[src/rtl/led_pattern_gen.sv]
// LED pattern generator: prescaled step strobe driving COUNT/CHASE/BOUNCE/BLINK patterns.
// Optional `LED_PWM_EN` adds a duty_i input and registered PWM dimming of the LED outputs.
module led_pattern_gen #(
  parameter int unsigned NUM_LEDS = 5,
  parameter int unsigned TICK_DIV = 900000,
  parameter int unsigned CNT_W    = 20
) (
  input  logic                clki_i,
  input  logic                reset_ni,
  input  logic [1:0]          mode_i,
  input  logic                pause_i,
`ifdef LED_PWM_EN
  input  logic [7:0]          duty_i,
`endif
  output logic                tick_o,
  output logic [NUM_LEDS-1:0] led_o
);

  typedef enum logic [1:0] {
    ModeCount  = 2'd0,
    ModeChase  = 2'd1,
    ModeBounce = 2'd2,
    ModeBlink  = 2'd3
  } mode_e;

  localparam logic [CNT_W-1:0] CntMax = CNT_W'(TICK_DIV - 1);
  localparam logic             DirUp  = 1'b0;
  localparam logic             DirDn  = 1'b1;

  logic [CNT_W-1:0]    cnt_q, cnt_d;
  logic [NUM_LEDS-1:0] pat_q, pat_d;
  mode_e               cur_mode_q, cur_mode_d;
  logic                dir_q, dir_d;
  logic                tick;
  mode_e               mode_sel;

  assign mode_sel = mode_e'(mode_i);
  assign tick     = ~pause_i & (cnt_q == CntMax);
  assign tick_o   = tick;

  always_comb begin
    cnt_d = cnt_q;
    if (!pause_i) begin
      cnt_d = tick ? '0 : cnt_q + CNT_W'(1);
    end
  end

  always_comb begin
    pat_d      = pat_q;
    cur_mode_d = cur_mode_q;
    dir_d      = dir_q;
    if (tick) begin
      if (mode_sel != cur_mode_q) begin
        // A new mode only loads its start pattern; the first advance is on the following tick.
        cur_mode_d = mode_sel;
        dir_d      = DirUp;
        unique case (mode_sel)
          ModeCount:  pat_d = '0;
          ModeChase:  pat_d = NUM_LEDS'(1);
          ModeBounce: pat_d = NUM_LEDS'(1);
          ModeBlink:  pat_d = '1;
        endcase
      end else begin
        unique case (cur_mode_q)
          ModeCount: pat_d = pat_q + NUM_LEDS'(1);
          ModeChase: pat_d = {pat_q[NUM_LEDS-2:0], pat_q[NUM_LEDS-1]};
          ModeBounce: begin
            if (dir_q == DirUp) begin
              if (pat_q[NUM_LEDS-1]) begin
                pat_d = pat_q >> 1;
                dir_d = DirDn;
              end else begin
                pat_d = pat_q << 1;
              end
            end else begin
              if (pat_q[0]) begin
                pat_d = pat_q << 1;
                dir_d = DirUp;
              end else begin
                pat_d = pat_q >> 1;
              end
            end
          end
          ModeBlink: pat_d = ~pat_q;
        endcase
      end
    end
  end

  always_ff @(posedge clki_i or negedge reset_ni) begin
    if (!reset_ni) begin
      cnt_q      <= '0;
      pat_q      <= '0;
      cur_mode_q <= ModeCount;
      dir_q      <= DirUp;
    end else begin
      cnt_q      <= cnt_d;
      pat_q      <= pat_d;
      cur_mode_q <= cur_mode_d;
      dir_q      <= dir_d;
    end
  end

`ifdef LED_PWM_EN
  logic [7:0]          pwm_cnt_q;
  logic [NUM_LEDS-1:0] led_q, led_d;

  assign led_d = pat_q & {NUM_LEDS{pwm_cnt_q < duty_i}};

  // PWM counter free-runs regardless of pause so dimming stays flicker-free while frozen.
  always_ff @(posedge clki_i or negedge reset_ni) begin
    if (!reset_ni) begin
      pwm_cnt_q <= '0;
      led_q     <= '0;
    end else begin
      pwm_cnt_q <= pwm_cnt_q + 8'd1;
      led_q     <= led_d;
    end
  end

  assign led_o = led_q;
`else
  assign led_o = pat_q;
`endif

endmodule

[config.mk]
export PLATFORM = sky130hd
export DESIGN_NAME = led_pattern_gen
export DESIGN_NICKNAME = d
export VERILOG_FILES = /design/src/rtl/led_pattern_gen.sv
export SDC_FILE = /design/constraint.sdc
export NUM_CORES = 1
export LEC_CHECK = 0
export ABC_AREA = 1
export BUFFER_PORTS_ARGS = -buffer_cell sky130_fd_sc_hd__buf_4
export CAP_MARGIN = 20
export CORE_ASPECT_RATIO = 1.4
export CORE_MARGIN = 3
export CORE_UTILIZATION = 37
export CTS_CLUSTER_SIZE = 20
export DETAILED_ROUTE_END_ITERATION = 6
export HOLD_SLACK_MARGIN = 0.15
export SYNTH_ARGS = -nofsm -noshare
export SYNTH_HDL_FRONTEND = slang
export SYNTH_SLANG_ARGS = --single-unit
[constraint.sdc]
create_clock -name clki_i -period 2.7 [get_ports clki_i]
set_clock_uncertainty 0.1 [all_clocks]
set_input_delay 0.135 -clock clki_i [delete_from_list [all_inputs] [get_ports clki_i]]
set_output_delay 0.135 -clock clki_i [all_outputs]
set_load 0.1 [all_outputs]
[After elaboration in Yosys (flattened, before gate mapping)]
Cells that the tools add are included.
Widths: inputs -> output; s select.
Word-level totals
  bits in registers: 28
Operators by class
  $add $sub $neg: 2
  equality and inequality tests: 8
  mux-type cells: 12
  bitwise logic cells: 3
  reduce and logical (&&, ||, !) cells: 6
Operator list (number)
  $add 20x1->20 const B: 1
  $eq 20x20->1 const B: 1
  $mux 20: 1
  $mux 5: 4
  $pmux 5 s4: 1
  $pmux 5 s3: 1
  $eq 2x2->1 const B: 4
  $add 5x1->5 const B: 1
  $mux 1: 5
  $not 5->5: 1
  $eq 2x1->1 const B: 2
  $logic_not 2->1: 2
  $reduce_and 2->1: 2
  $ne 2x2->1: 1
  $reduce_bool 2->1: 1
  $reduce_or 2->1: 1
  $and 1x1->1: 1
  $not 1->1: 1

[Logic depth before layout (Yosys ltp)]
  depth in word-level cells: 4
  gate-level depth with buffers: 9
  gate-level depth less buffers: 9

[Least setup slack after synthesis]
OpenSTA, ideal clock, no wires.
  path kind: flip-flop to flip-flop
  from: reg pat_q[0] (netlist: led_o[0])
  to: reg pat_q[1] (netlist: led_o[1])
  library setup time: 0.078 ns
  arrival time: 1.862 ns
  path slack: 0.660 ns
  stages on the path, launching flop included: 8
  period minus slack after synthesis: 2.040 ns
  path through: dfrtp_1 inv_1 ha_1 inv_1 nor2_1 nor2_1 nand2_1 a21oi_1
On the way
  word-level cells in the longest chain between the ends: 4
RTL lines
  start: declaration: RTL line 31  | logic [NUM_LEDS-1:0] pat_q, pat_d;
  start signal: assignment: RTL line 98  | pat_q <= pat_d;
  parallel branches: the longest is 2 deep, another holds $add 5x1->5
  $pmux 5 s4 *: RTL line 64  | unique case (cur_mode_q)
  $mux 5 *: RTL line 53  | if (mode_sel != cur_mode_q) begin
Every way passes the cells marked *.
A chain may end at the register's enable or synchronous reset.

[Final worst setup path]
  from: in pause_i
  to: out tick_o
On the way
  word-level cells in the longest chain between the ends: 2
RTL lines
  start: declaration: RTL line 11  | input logic pause_i,
  $not 1->1: RTL line 38  | assign tick = ~pause_i & (cnt_q == CntMax);
  $and 1x1->1: RTL line 38
  end: declaration: RTL line 15  | output logic tick_o,
No other way between the ends.

==> reports/metrics.cfg <==
[critical_path]
reg2reg_slack_ns = 1.00
slowest_stage = dlygate4sd3_1
cp_top_family = buffers and inverters
max_stage_delay_ns = 0.53
cp.arrival_ns = 1.88
r2r_start = cnt_q[0]$_DFFE_PN0N_
worstPathCellList = dlygate4sd3_1 > buf_4 > inv_2 > nand3_4 > nor2_4 > nand3_4 > inv_1 > buf_4
cp_max_fo = 17
setup.worst_path.start = pause_i
end_kind = primary output
crit_type = in -> out
critical_path_buf_inv_count = 5
worst-endpoint-required_ns = 2.47
startpoint_type = input port

[route]
drc_errors = 0
num_vias = 1685
route.final.wire_length_mm = 4.18
ant_nets = 0
avgViaCountPerCell = 4.81
drt-initial-drc-count = 100
wl_per_cell_um = 11.9
dr.pass1.iters = 4

[clock_network]
cts.clk_slew.worst_paths_ns = 0.10
insertion_delay_ns = 0.28
cts_tree = yes
clock-sinks = 28
cts_buffers = 3
clk_path_buf_depth = 2
htree_levels = 1
cts_resized = 0
cts_root_buf = clkbuf_8

[power_and_ir_drop]
p_seq_share_pct = 53.3
power.share.combinational_pct = 19.7
p_sw_share_pct = 31.6
power_switching_w = 0.000312
p_clk_share_pct = 27.0
peakVddDrop_v = 0.000252
p_leak_nw = 1.10
power.density_mw_per_mm2 = 467
intPower_w = 0.000674

[finish]
finalNetCount = 295
drive_gt1_share_pct = 15.4
final_common_cell = nand2_1
areaGrowthSynthToFinish_pct = 11.9
final_cell_area_mm2 = 0.00211
fin_cells = 350
final_cell_mix = nand2_1, inv_1, nor2_1
final_util_pct = 43.3
num_antenna_cells = 0

[synth]
synth_top_family_by_area = simple AND/OR/NAND/NOR gates
postSynthAreaPerCell_um2 = 6.96
synth-xor-area-share_pct = 1.86
yosysWarningCount = 0
synthSimpleGateAreaFrac_pct = 38.9
synth_cells = 271
synth_fp_nets = 279
synth_seq_cells = 28
yosys.area_share.adder_pct = 1.99
synth-compound-area-share_pct = 9.81
ys_seq_area_share_pct = 37.1
synthMuxAreaShare_pct = 0
yosysUniqueCellTypes = 27
syn-cell-area_mm2 = 0.00189

[global_routing]
top_usage_layer = met2
use_met3_pct = 1.87
grt_start_max_net_pins = 29
grt_overflow = 0
grt_use_met1_pct = 18.4
grt_pass1_wl_mm = 7.42
globalRouteMet2Util_pct = 27.1
first_global_vias = 1656
track_usage_pct = 15.5
antenna_found_initial = 0

[sta]
fmax_ghz = 0.473
fin_crit_sh_pct = 78.3
drv_slew = 0
maxSlewHeadroom_pct = 69.4
setup_viol = 0
setup_tns_ns = 0
finalHoldViolCount = 0
worst_pin_slew_ns = 0.456
rsz0062_at_grt = no
period_minus_slack_ns = 2.11

[floorplanning]
rows = 30
pin_count = 11
fp.dieH_um = 90.5
core_mm2 = 0.00488
start_util_pct = 38.7
fp.dieW_um = 66.4
dieArea_mm2 = 0.00600

[placement]
gp_congestion = 0.830
dpl.hpwl_mm = 3.14
placed_area_mm2 = 0.00202
portBuffers = 10
post-place-cells = 342

[job]
max_cap_violations = 0

[min_path]
hold_path_class = in -> async

[status]
outcome = completed

==> cell usage after synthesis <==
master | n | share of area [%]
o21ai_0 | 8 | 2.1
nand2_1 | 76 | 15
a21oi_1 | 14 | 3.7
nor3_1 | 2 | 0.53
nand2_2 | 1 | 0.33
o21ai_1 | 4 | 1.1
o211ai_1 | 2 | 0.80
nor3b_1 | 1 | 0.40
inv_2 | 9 | 1.8
nand3_1 | 20 | 5.3
clkbuf_1 | 1 | 0.20
a21oi_2 | 3 | 1.4
dfrtp_1 | 28 | 37
nand3_4 | 2 | 1.9
inv_1 | 36 | 7.2
buf_6 | 2 | 1.2
ha_1 | 3 | 2.0
xor2_1 | 2 | 0.93
nor2_4 | 5 | 3.0
nand4_1 | 5 | 1.7
nand3_2 | 3 | 1.6
nor2_1 | 33 | 6.6
nor3_2 | 1 | 0.53
nor2_2 | 6 | 2.0
a21o_1 | 1 | 0.40
a31oi_1 | 1 | 0.33
xnor2_1 | 2 | 0.93
==> routing by layer <==
metal  up-vias  wire, um
met3         7       113
li1        885         -
met2        23      2200
met1       770      1780
met5         -         0
met4         0        82
==> worst register-to-register path: stages, from the launching register on <==
cell and delay [ns]:
dfrtp_1 0.39, ha_1 0.22, nand3_4 0.12, nor2_4 0.22, nand3_4 0.23, nor2_4 0.22, a21oi_1 0.08
==> sequential cells by signal, summed over array words and instances, names as in the netlist <==
signal,cells
cnt_q,20
cur_mode_q,2
dir_q,1
led_o,5
==> timing repair <==
item	in CTS	in global routing
setup endpoints to repair	0	0
hold endpoints to repair	36	0
setup buffers	0	0
hold buffers	4	0
==> power by group through the flow <==
stage	Clock, W	Sequential (W)	Combinational, W
floorplan	0	0.000521	0.000154
global placement	0	0.000535	0.000186
detailed placement	0	0.000533	0.000192
CTS	0.000278	0.000527	0.000197
global route	0.000299	0.000537	0.000226
finish	0.000266	0.000526	0.000194
==> area by class of cell <==
type                    instances  area, um2
clock buffers                   4       55.1
fillers                       524       2770
inverters                      45        169
multi-input cells             195        991
flip-flops and latches         28        701
well taps                      64       80.1
repair buffers                 14        115
==> per-stage QoR <==
stage	power [W]	hold WS [ns]	setup slack [ns]
after global routing	0.00106	0.220	0.490
after floorplan	0.000675	-0.261	0.660
after CTS	0.00100	0.206	0.571
final	0.000986	0.196	0.586
after detailed placement	0.000725	-0.0169	0.924
after global placement	0.000720	-0.0138	0.960
==> path summary, 6_finish.rpt <==
kind | endpoint | cells past startpoint
setup reg to reg | led_o[1]$_DFFE_PN0P_ | 6
hold reg to reg | cnt_q[1]$_DFFE_PN0N_ | 2
max in group asynchronous | led_o[2]$_DFFE_PN0P_ | 2
setup / recovery | tick_o | 8
hold / removal | cur_mode_q[0]$_DFFE_PN0P_ | 2
min in group clki_i | cnt_q[1]$_DFFE_PN0N_ | 2
==> logic make-up after synthesis <==
logic type               count (synthesis)
AO/OA/AOI/OAI                           33
buffers and inverters                   48
flip-flops                              28
adder cells (fa/ha/maj)                  3
AND/OR/NAND/NOR                        155
XOR/XNOR                                 4
(Power assumes the default switching activity.)
